### src/rtl/lcd_mode_sequencer_pkg.sv
// Shared LCD timing types and default geometry for the whizgraphics renderer.
package lcd_mode_sequencer_pkg;

    localparam int LCD_LINES         = 144;
    localparam int LCD_LINEWIDTH     = 160;

    localparam int LCD_DOTS_PER_LINE = 456;
    localparam int LCD_OAM_DOTS      = 80;
    localparam int LCD_XFER_DOTS     = 172;
    localparam int LCD_VISIBLE_LINES = LCD_LINES;
    localparam int LCD_TOTAL_LINES   = 154;

    typedef enum logic [1:0] {
        MODE_HBLANK = 2'd0,
        MODE_VBLANK = 2'd1,
        MODE_OAM    = 2'd2,
        MODE_XFER   = 2'd3
    } LcdMode;

endpackage

### src/rtl/lcd_mode_sequencer_if.sv
// Register-side and renderer-side signals of the LCD mode sequencer.
interface lcd_mode_sequencer_if;
    import lcd_mode_sequencer_pkg::*;

    logic       lcd_enable;
    logic [7:0] lyc;
    logic [3:0] stat_int_en;
    logic       drawline;
    logic [7:0] ly;
    LcdMode     mode;
    logic       lyc_match;
    logic       vblank_irq;
    logic       stat_irq;
    logic       frame_done;
    logic       vram_cpu_ok;
    logic       oam_cpu_ok;

    modport master (
        input  lcd_enable, lyc, stat_int_en,
        output drawline, ly, mode, lyc_match, vblank_irq, stat_irq,
               frame_done, vram_cpu_ok, oam_cpu_ok
    );

    modport slave (
        output lcd_enable, lyc, stat_int_en,
        input  drawline, ly, mode, lyc_match, vblank_irq, stat_irq,
               frame_done, vram_cpu_ok, oam_cpu_ok
    );
endinterface

### src/rtl/lcd_mode_sequencer_stat_irq.sv
// STAT interrupt line: OR of enabled sources, rising-edge pulse, forced low while disabled.
module lcd_stat_irq
    import lcd_mode_sequencer_pkg::*;
(
    input  logic       clk,
    input  logic       reset,
    input  logic       enable,
    input  LcdMode     mode_next,
    input  logic       lyc_match_next,
    input  logic [3:0] stat_int_en,
    output logic       stat_irq
);
    logic stat_line_s;
    logic stat_line_r;
    logic stat_irq_r;

    // Combined STAT source line for the upcoming cycle
    always_comb begin
        stat_line_s = 1'b0;
        if (enable) begin
            stat_line_s = (stat_int_en[0] & (mode_next == MODE_HBLANK))
                        | (stat_int_en[1] & (mode_next == MODE_VBLANK))
                        | (stat_int_en[2] & (mode_next == MODE_OAM))
                        | (stat_int_en[3] & lyc_match_next);
        end else begin
            stat_line_s = 1'b0;
        end
    end

    // Edge detector: sources overlapping with no low gap produce a single pulse
    always_ff @(posedge clk) begin
        if (reset) begin
            stat_line_r <= 1'b0;
            stat_irq_r  <= 1'b0;
        end else begin
            stat_line_r <= stat_line_s;
            stat_irq_r  <= stat_line_s & ~stat_line_r;
        end
    end

    assign stat_irq = stat_irq_r;
endmodule

### src/rtl/lcd_mode_sequencer.sv
// Dot/line timing controller: dot and LY counters, mode decode, strobes and CPU access grants.
module lcd_mode_sequencer
    import lcd_mode_sequencer_pkg::*;
#(
    parameter int DOTS_PER_LINE = LCD_DOTS_PER_LINE,
    parameter int OAM_DOTS      = LCD_OAM_DOTS,
    parameter int XFER_DOTS     = LCD_XFER_DOTS,
    parameter int VISIBLE_LINES = LCD_VISIBLE_LINES,
    parameter int TOTAL_LINES   = LCD_TOTAL_LINES
) (
    input  logic                clk,
    input  logic                reset,
    lcd_mode_sequencer_if.master bus
);
    localparam int DOT_W = $clog2(DOTS_PER_LINE);
    localparam logic [DOT_W-1:0] DOT_ZERO = {DOT_W{1'b0}};
    localparam logic [DOT_W-1:0] DOT_ONE  = DOT_W'(1'b1);
    localparam logic [DOT_W-1:0] DOT_LAST = DOT_W'(DOTS_PER_LINE - 1);
    localparam logic [DOT_W-1:0] OAM_END  = DOT_W'(OAM_DOTS);
    localparam logic [DOT_W-1:0] XFER_END = DOT_W'(OAM_DOTS + XFER_DOTS);
    localparam logic [7:0]       LY_VIS   = 8'(VISIBLE_LINES);
    localparam logic [7:0]       LY_LAST  = 8'(TOTAL_LINES - 1);

    logic             running_r;
    logic [DOT_W-1:0] dot_r;
    logic [7:0]       ly_r;
    LcdMode           mode_r;
    logic             drawline_r;
    logic             lyc_match_r;
    logic             vblank_irq_r;
    logic             frame_done_r;
    logic             vram_ok_r;
    logic             oam_ok_r;

    logic [DOT_W-1:0] dot_next_s;
    logic [7:0]       ly_next_s;
    LcdMode           mode_next_s;
    logic             lyc_match_next_s;

    // Next dot/ly; a fresh enable (or a disabled cycle) parks at line 0 dot 0
    always_comb begin
        dot_next_s = DOT_ZERO;
        ly_next_s  = 8'd0;
        if (!bus.lcd_enable || !running_r) begin
            dot_next_s = DOT_ZERO;
            ly_next_s  = 8'd0;
        end else if (dot_r == DOT_LAST) begin
            dot_next_s = DOT_ZERO;
            if (ly_r == LY_LAST) begin
                ly_next_s = 8'd0;
            end else begin
                ly_next_s = ly_r + 8'd1;
            end
        end else begin
            dot_next_s = dot_r + DOT_ONE;
            ly_next_s  = ly_r;
        end
    end

    // Mode and LYC compare for the position being entered
    always_comb begin
        mode_next_s      = MODE_HBLANK;
        lyc_match_next_s = 1'b0;
        if (!bus.lcd_enable) begin
            mode_next_s      = MODE_HBLANK;
            lyc_match_next_s = 1'b0;
        end else begin
            lyc_match_next_s = (ly_next_s == bus.lyc);
            if (ly_next_s >= LY_VIS) begin
                mode_next_s = MODE_VBLANK;
            end else if (dot_next_s < OAM_END) begin
                mode_next_s = MODE_OAM;
            end else if (dot_next_s < XFER_END) begin
                mode_next_s = MODE_XFER;
            end else begin
                mode_next_s = MODE_HBLANK;
            end
        end
    end

    // Counter, mode and output registers, all updated together
    always_ff @(posedge clk) begin
        if (reset) begin
            running_r    <= 1'b0;
            dot_r        <= DOT_ZERO;
            ly_r         <= 8'd0;
            mode_r       <= MODE_HBLANK;
            drawline_r   <= 1'b0;
            lyc_match_r  <= 1'b0;
            vblank_irq_r <= 1'b0;
            frame_done_r <= 1'b0;
            vram_ok_r    <= 1'b1;
            oam_ok_r     <= 1'b1;
        end else begin
            running_r    <= bus.lcd_enable;
            dot_r        <= dot_next_s;
            ly_r         <= ly_next_s;
            mode_r       <= mode_next_s;
            lyc_match_r  <= lyc_match_next_s;
            drawline_r   <= bus.lcd_enable && (ly_next_s < LY_VIS) && (dot_next_s == OAM_END);
            vblank_irq_r <= bus.lcd_enable && (ly_next_s == LY_VIS) && (dot_next_s == DOT_ZERO);
            frame_done_r <= bus.lcd_enable && (ly_next_s == LY_LAST) && (dot_next_s == DOT_LAST);
            vram_ok_r    <= (mode_next_s != MODE_XFER);
            oam_ok_r     <= !((mode_next_s == MODE_OAM) || (mode_next_s == MODE_XFER));
        end
    end

    lcd_stat_irq u_stat_irq (
        .clk            (clk),
        .reset          (reset),
        .enable         (bus.lcd_enable),
        .mode_next      (mode_next_s),
        .lyc_match_next (lyc_match_next_s),
        .stat_int_en    (bus.stat_int_en),
        .stat_irq       (bus.stat_irq)
    );

    assign bus.drawline    = drawline_r;
    assign bus.ly          = ly_r;
    assign bus.mode        = mode_r;
    assign bus.lyc_match   = lyc_match_r;
    assign bus.vblank_irq  = vblank_irq_r;
    assign bus.frame_done  = frame_done_r;
    assign bus.vram_cpu_ok = vram_ok_r;
    assign bus.oam_cpu_ok  = oam_ok_r;
endmodule

### src/flat_wrapper.sv
// flat-port wrapper written by rule: the top's interface ports become plain ports
module lcd_mode_sequencer_flat import lcd_mode_sequencer_pkg::*;
#(
    parameter int DOTS_PER_LINE = LCD_DOTS_PER_LINE,
    parameter int OAM_DOTS      = LCD_OAM_DOTS,
    parameter int XFER_DOTS     = LCD_XFER_DOTS,
    parameter int VISIBLE_LINES = LCD_VISIBLE_LINES,
    parameter int TOTAL_LINES   = LCD_TOTAL_LINES
)
  (clk, reset, bus_lcd_enable, bus_lyc, bus_stat_int_en, bus_drawline, bus_ly, bus_mode, bus_lyc_match, bus_vblank_irq, bus_stat_irq, bus_frame_done, bus_vram_cpu_ok, bus_oam_cpu_ok);
  lcd_mode_sequencer_if bus_i ();
  input  logic clk;
  input  logic reset;
  input wire logic [$bits(bus_i.lcd_enable)-1:0] bus_lcd_enable;
  input wire logic [$bits(bus_i.lyc)-1:0] bus_lyc;
  input wire logic [$bits(bus_i.stat_int_en)-1:0] bus_stat_int_en;
  output wire logic [$bits(bus_i.drawline)-1:0] bus_drawline;
  output wire logic [$bits(bus_i.ly)-1:0] bus_ly;
  output wire logic [$bits(bus_i.mode)-1:0] bus_mode;
  output wire logic [$bits(bus_i.lyc_match)-1:0] bus_lyc_match;
  output wire logic [$bits(bus_i.vblank_irq)-1:0] bus_vblank_irq;
  output wire logic [$bits(bus_i.stat_irq)-1:0] bus_stat_irq;
  output wire logic [$bits(bus_i.frame_done)-1:0] bus_frame_done;
  output wire logic [$bits(bus_i.vram_cpu_ok)-1:0] bus_vram_cpu_ok;
  output wire logic [$bits(bus_i.oam_cpu_ok)-1:0] bus_oam_cpu_ok;
  assign bus_i.lcd_enable = bus_lcd_enable;
  assign bus_i.lyc = bus_lyc;
  assign bus_i.stat_int_en = bus_stat_int_en;
  assign bus_drawline = bus_i.drawline;
  assign bus_ly = bus_i.ly;
  assign bus_mode = bus_i.mode;
  assign bus_lyc_match = bus_i.lyc_match;
  assign bus_vblank_irq = bus_i.vblank_irq;
  assign bus_stat_irq = bus_i.stat_irq;
  assign bus_frame_done = bus_i.frame_done;
  assign bus_vram_cpu_ok = bus_i.vram_cpu_ok;
  assign bus_oam_cpu_ok = bus_i.oam_cpu_ok;
  lcd_mode_sequencer #(.DOTS_PER_LINE(DOTS_PER_LINE), .OAM_DOTS(OAM_DOTS), .XFER_DOTS(XFER_DOTS), .VISIBLE_LINES(VISIBLE_LINES), .TOTAL_LINES(TOTAL_LINES)) u_core (.clk(clk), .reset(reset), .bus(bus_i));
endmodule
### config.mk
export PLATFORM = sky130hd
export DESIGN_NAME = lcd_mode_sequencer_flat
export DESIGN_NICKNAME = d
export VERILOG_FILES = /design/src/rtl/lcd_mode_sequencer_pkg.sv /design/src/rtl/lcd_mode_sequencer_if.sv /design/src/rtl/lcd_mode_sequencer_stat_irq.sv /design/src/rtl/lcd_mode_sequencer.sv /design/src/flat_wrapper.sv
export SDC_FILE = /design/constraint.sdc
export NUM_CORES = 1
export LEC_CHECK = 0
export BUFFER_PORTS_ARGS = -buffer_cell sky130_fd_sc_hd__clkbuf_2
export CELL_PAD_IN_SITES_DETAIL_PLACEMENT = 1
export CELL_PAD_IN_SITES_GLOBAL_PLACEMENT = 1
export CORE_ASPECT_RATIO = 1.2
export CORE_UTILIZATION = 33
export DETAILED_ROUTE_END_ITERATION = 7
export MAX_ROUTING_LAYER = met4
export PLACE_DENSITY_LB_ADDON = 0.1
export SLEW_MARGIN = 20
export SYNTH_ARGS = -nofsm -noshare
export SYNTH_HDL_FRONTEND = slang
export SYNTH_SLANG_ARGS = --single-unit
### constraint.sdc
create_clock -name clk -period 3.45 [get_ports clk]
set_clock_uncertainty 0.2 [all_clocks]
set_input_delay 0.1725 -clock clk [delete_from_list [all_inputs] [get_ports clk]]
set_output_delay 0.1725 -clock clk [all_outputs]
set_load 0.01 [all_outputs]
==> impl_metrics.toml <==
[critical_path]
cp-start-kind = "flop"
path_cells = "ha_1 -> nand4_1 -> buf_4 -> nor4_1 -> xnor2_1 -> nor3b_1 -> nand4_1 -> nor4_1"
cp.required_ns = 3.42
path_max_fanout = 11
reg2reg_from = "u_core.dot_r[0]$_SDFF_PP0_"
crit_type = "reg2reg"
crit_path_end_kind = "flop"
cp_slowest_cell = "dfxtp_1"
startpoint = "u_core.dot_r[0]$_SDFF_PP0_"
max_stage_delay_ns = 0.52
worstPathArrival_ns = 2.98

[hold_path]
min-delay-start = "bus_stat_int_en[1]"
hold_path_class = "in2reg"

[power_and_ir_drop]
p_switching_mw = 0.147
power_mw = 0.648
power_density_nw_per_um2 = 293
vdd_drop_max_mv = 0.133
switching_share_pct = 22.6
pwr-share-seq_pct = 50.8
power.internal_mw = 0.501
leakage_nw = 0.783
pwr-share-clk_pct = 41.6
comb_power_share_pct = 7.6

[synthesis]
yosysMostFrequentCell = "dfxtp_1"
syn_nets = 253
synth_cells = 235
synth.ff_latch_count = 28
synth-async-reset-ratio_pct = 0
netlist_area_um2 = 1920
yosysUniqueCellTypes = 57
synthTopCellsByCount = "28 x dfxtp_1, 18 x nor2_1, 15 x nor3_1"
postSynthAreaPerCell_um2 = 8.19
synth_top_area_share_pct = 29.1
synth_top_area_cell = "dfxtp_1"
synthFlopType = "dfxtp_1"
synth.area.top_cells = "dfxtp_1 29%, xnor2_1 4.6%, nor3_1 3.9%"
ys_warn_count = 0
synth_sequential_area_ratio_pct = 29.1
synth_edf_count = 0

[job]
drv_cap = 0

[grt]
grt-busiest-layer = "met2"
grt_pass1_vias = 1870
track_usage_pct = 21.0
grt_util_met2_pct = 36.6
grt_first_pass_wirelength_um = 9720
antenna_found_initial = 0
grt_max_degree = 18
grt_util_met3_pct = 2.12
use_met1_pct = 25.5
gr-total-overflow = 0

[sta]
fin_setup_tns_ns = 0
worstMarginPinSlew_ns = 0.522
hold_viol_final = 0
max-slew-margin-rel_pct = 65.2
setup_viol = 0
min_period_ns = 3.01
rsz0062_at_grt = "false"
slew_viol_final = 0
clock.fmax_mhz = 333
period_share_pct = 87.2

[run_status]
status = "complete, no violations"

[routing]
drtIter0Drc = 100
ant_nets = 0
dr.pass1.iters = 4
drcViolationCount = 0
wl_um = 5880
wire_per_inst_um = 18.0
vias = 1858
viasPerCell = 5.68

[placement]
place.port_buffers = 31
numPlacedInstances = 322
place_area_um2 = 2130
gp_congestion = 0.788
dp_hpwl_um = 4600

[cells_and_area]
layout.nets = 282
final_area_um2 = 2210
finalNonFillerCells = 327
area_growth_pct = 14.8
n_antenna_cell = 0
final_util_pct = 39.2
drive_above_1_share_pct = 21.7

[floorplanning]
die_area_um2 = 6140
die_h_um = 85.7
initial_core_util_pct = 34.2
fp.dieW_um = 71.7
coreArea_um2 = 5630
rows = 30
num_io_pins = 32

[cts]
cts_tree = "done"
clkSinkCount = 28
clock_path_buffers = 2
cts.clk_slew.worst_paths_ns = 0.11
h-tree-depth = 1
clk_latency_ns = 0.28
numCtsBuffers = 3
cts-root-buf = "clkbuf_8"
flip-flops by register name (all words and copies together), names as in the netlist:
signal / count
u_core.bus.drawline: 1
u_core.bus.frame_done: 1
u_core.bus.ly: 8
u_core.bus.lyc_match: 1
u_core.bus.mode: 2
u_core.bus.oam_cpu_ok: 1
u_core.bus.vblank_irq: 1
u_core.bus.vram_cpu_ok: 1
u_core.dot_r: 9
u_core.running_r: 1
u_core.u_stat_irq.stat_irq: 1
u_core.u_stat_irq.stat_line_r: 1
cell families after synthesis:
logic type	Yosys count	synth area share, %
fa+ha+maj	3	1.95
compound gates	50	20.0
xor+xnor	13	6.31
simple gates	114	34.6
mux	3	1.56
flops	28	29.1
buf+inv	24	6.50
repair_timing:
action                     CTS  global route
setup buffers                0             0
hold buffers                 1             0
resized for setup            0             0
hold endpoints to repair     1             0
setup endpoints to repair    0             0
placed cells by master (no fill, tap or decap), types with 7 or more instances in the layout:
cell type and count:
buf_4 9, nor2_1 18, clkbuf_2 31, nand3_1 14
xnor2_1 10, nand4_1 10, dfxtp_1 28, a21oi_1 7
nor3_1 15, inv_1 7, nand2_1 13
metal layers:
metal | share of wire [%] | wire length [um]
met1 | 45 | 2640
met2 | 52 | 3040
met3 | 1.8 | 104
met4 | 1.6 | 94
met5 | 0 | 0
worst max-delay path: cells and delay by family, from the launching register on:
kind                       cells  cell delay, ns
DFF                            1            0.52
xor gates and xnor gates       1            0.27
and+or+nand+nor                5            1.31
adders and majority gates      1            0.40
buffers and inverters          1            0.19
layout make-up:
cell class,instances,area (um^2)
fillers,690,3420
multi-input cells,183,1240
flip-flops and latches,28,561
repair buffers,41,233
well taps,64,80.1
clock buffers,3,41.3
clock inverters,1,30.0
inverters,7,26.3
power groups by stage:
stage          combinational (mW)  sequential (mW)  clock (mW)
4_1_cts                    0.0500            0.329       0.279
5_1_grt                    0.0552            0.329       0.292
3_5_place_dp               0.0488            0.336           0
6_report                   0.0493            0.329       0.270
2_1_floorplan              0.0277            0.336           0
3_3_place_gp               0.0488            0.336           0
final timing paths:
kind | depth (start not counted) | end | slack (ns)
hold reg to reg | 1 | u_core.u_stat_irq.stat_irq$_SDFF_PP0_ | 0.27
setup / recovery | 8 | u_core.bus.frame_done$_SDFF_PP0_ | 0.44
setup reg to reg | 8 | u_core.bus.frame_done$_SDFF_PP0_ | 0.44
hold / removal | 4 | u_core.u_stat_irq.stat_line_r$_SDFF_PP0_ | 0.08
metrics by stage:
step	setup WS, ns	hold slack [ns]
floorplan	0.811	0.119
global placement	0.413	0.236
detailed placement	0.403	0.254
CTS	0.352	0.0823
global route	0.125	0.130
finish	0.443	0.0828
Power figures use the tool's default switching activity.
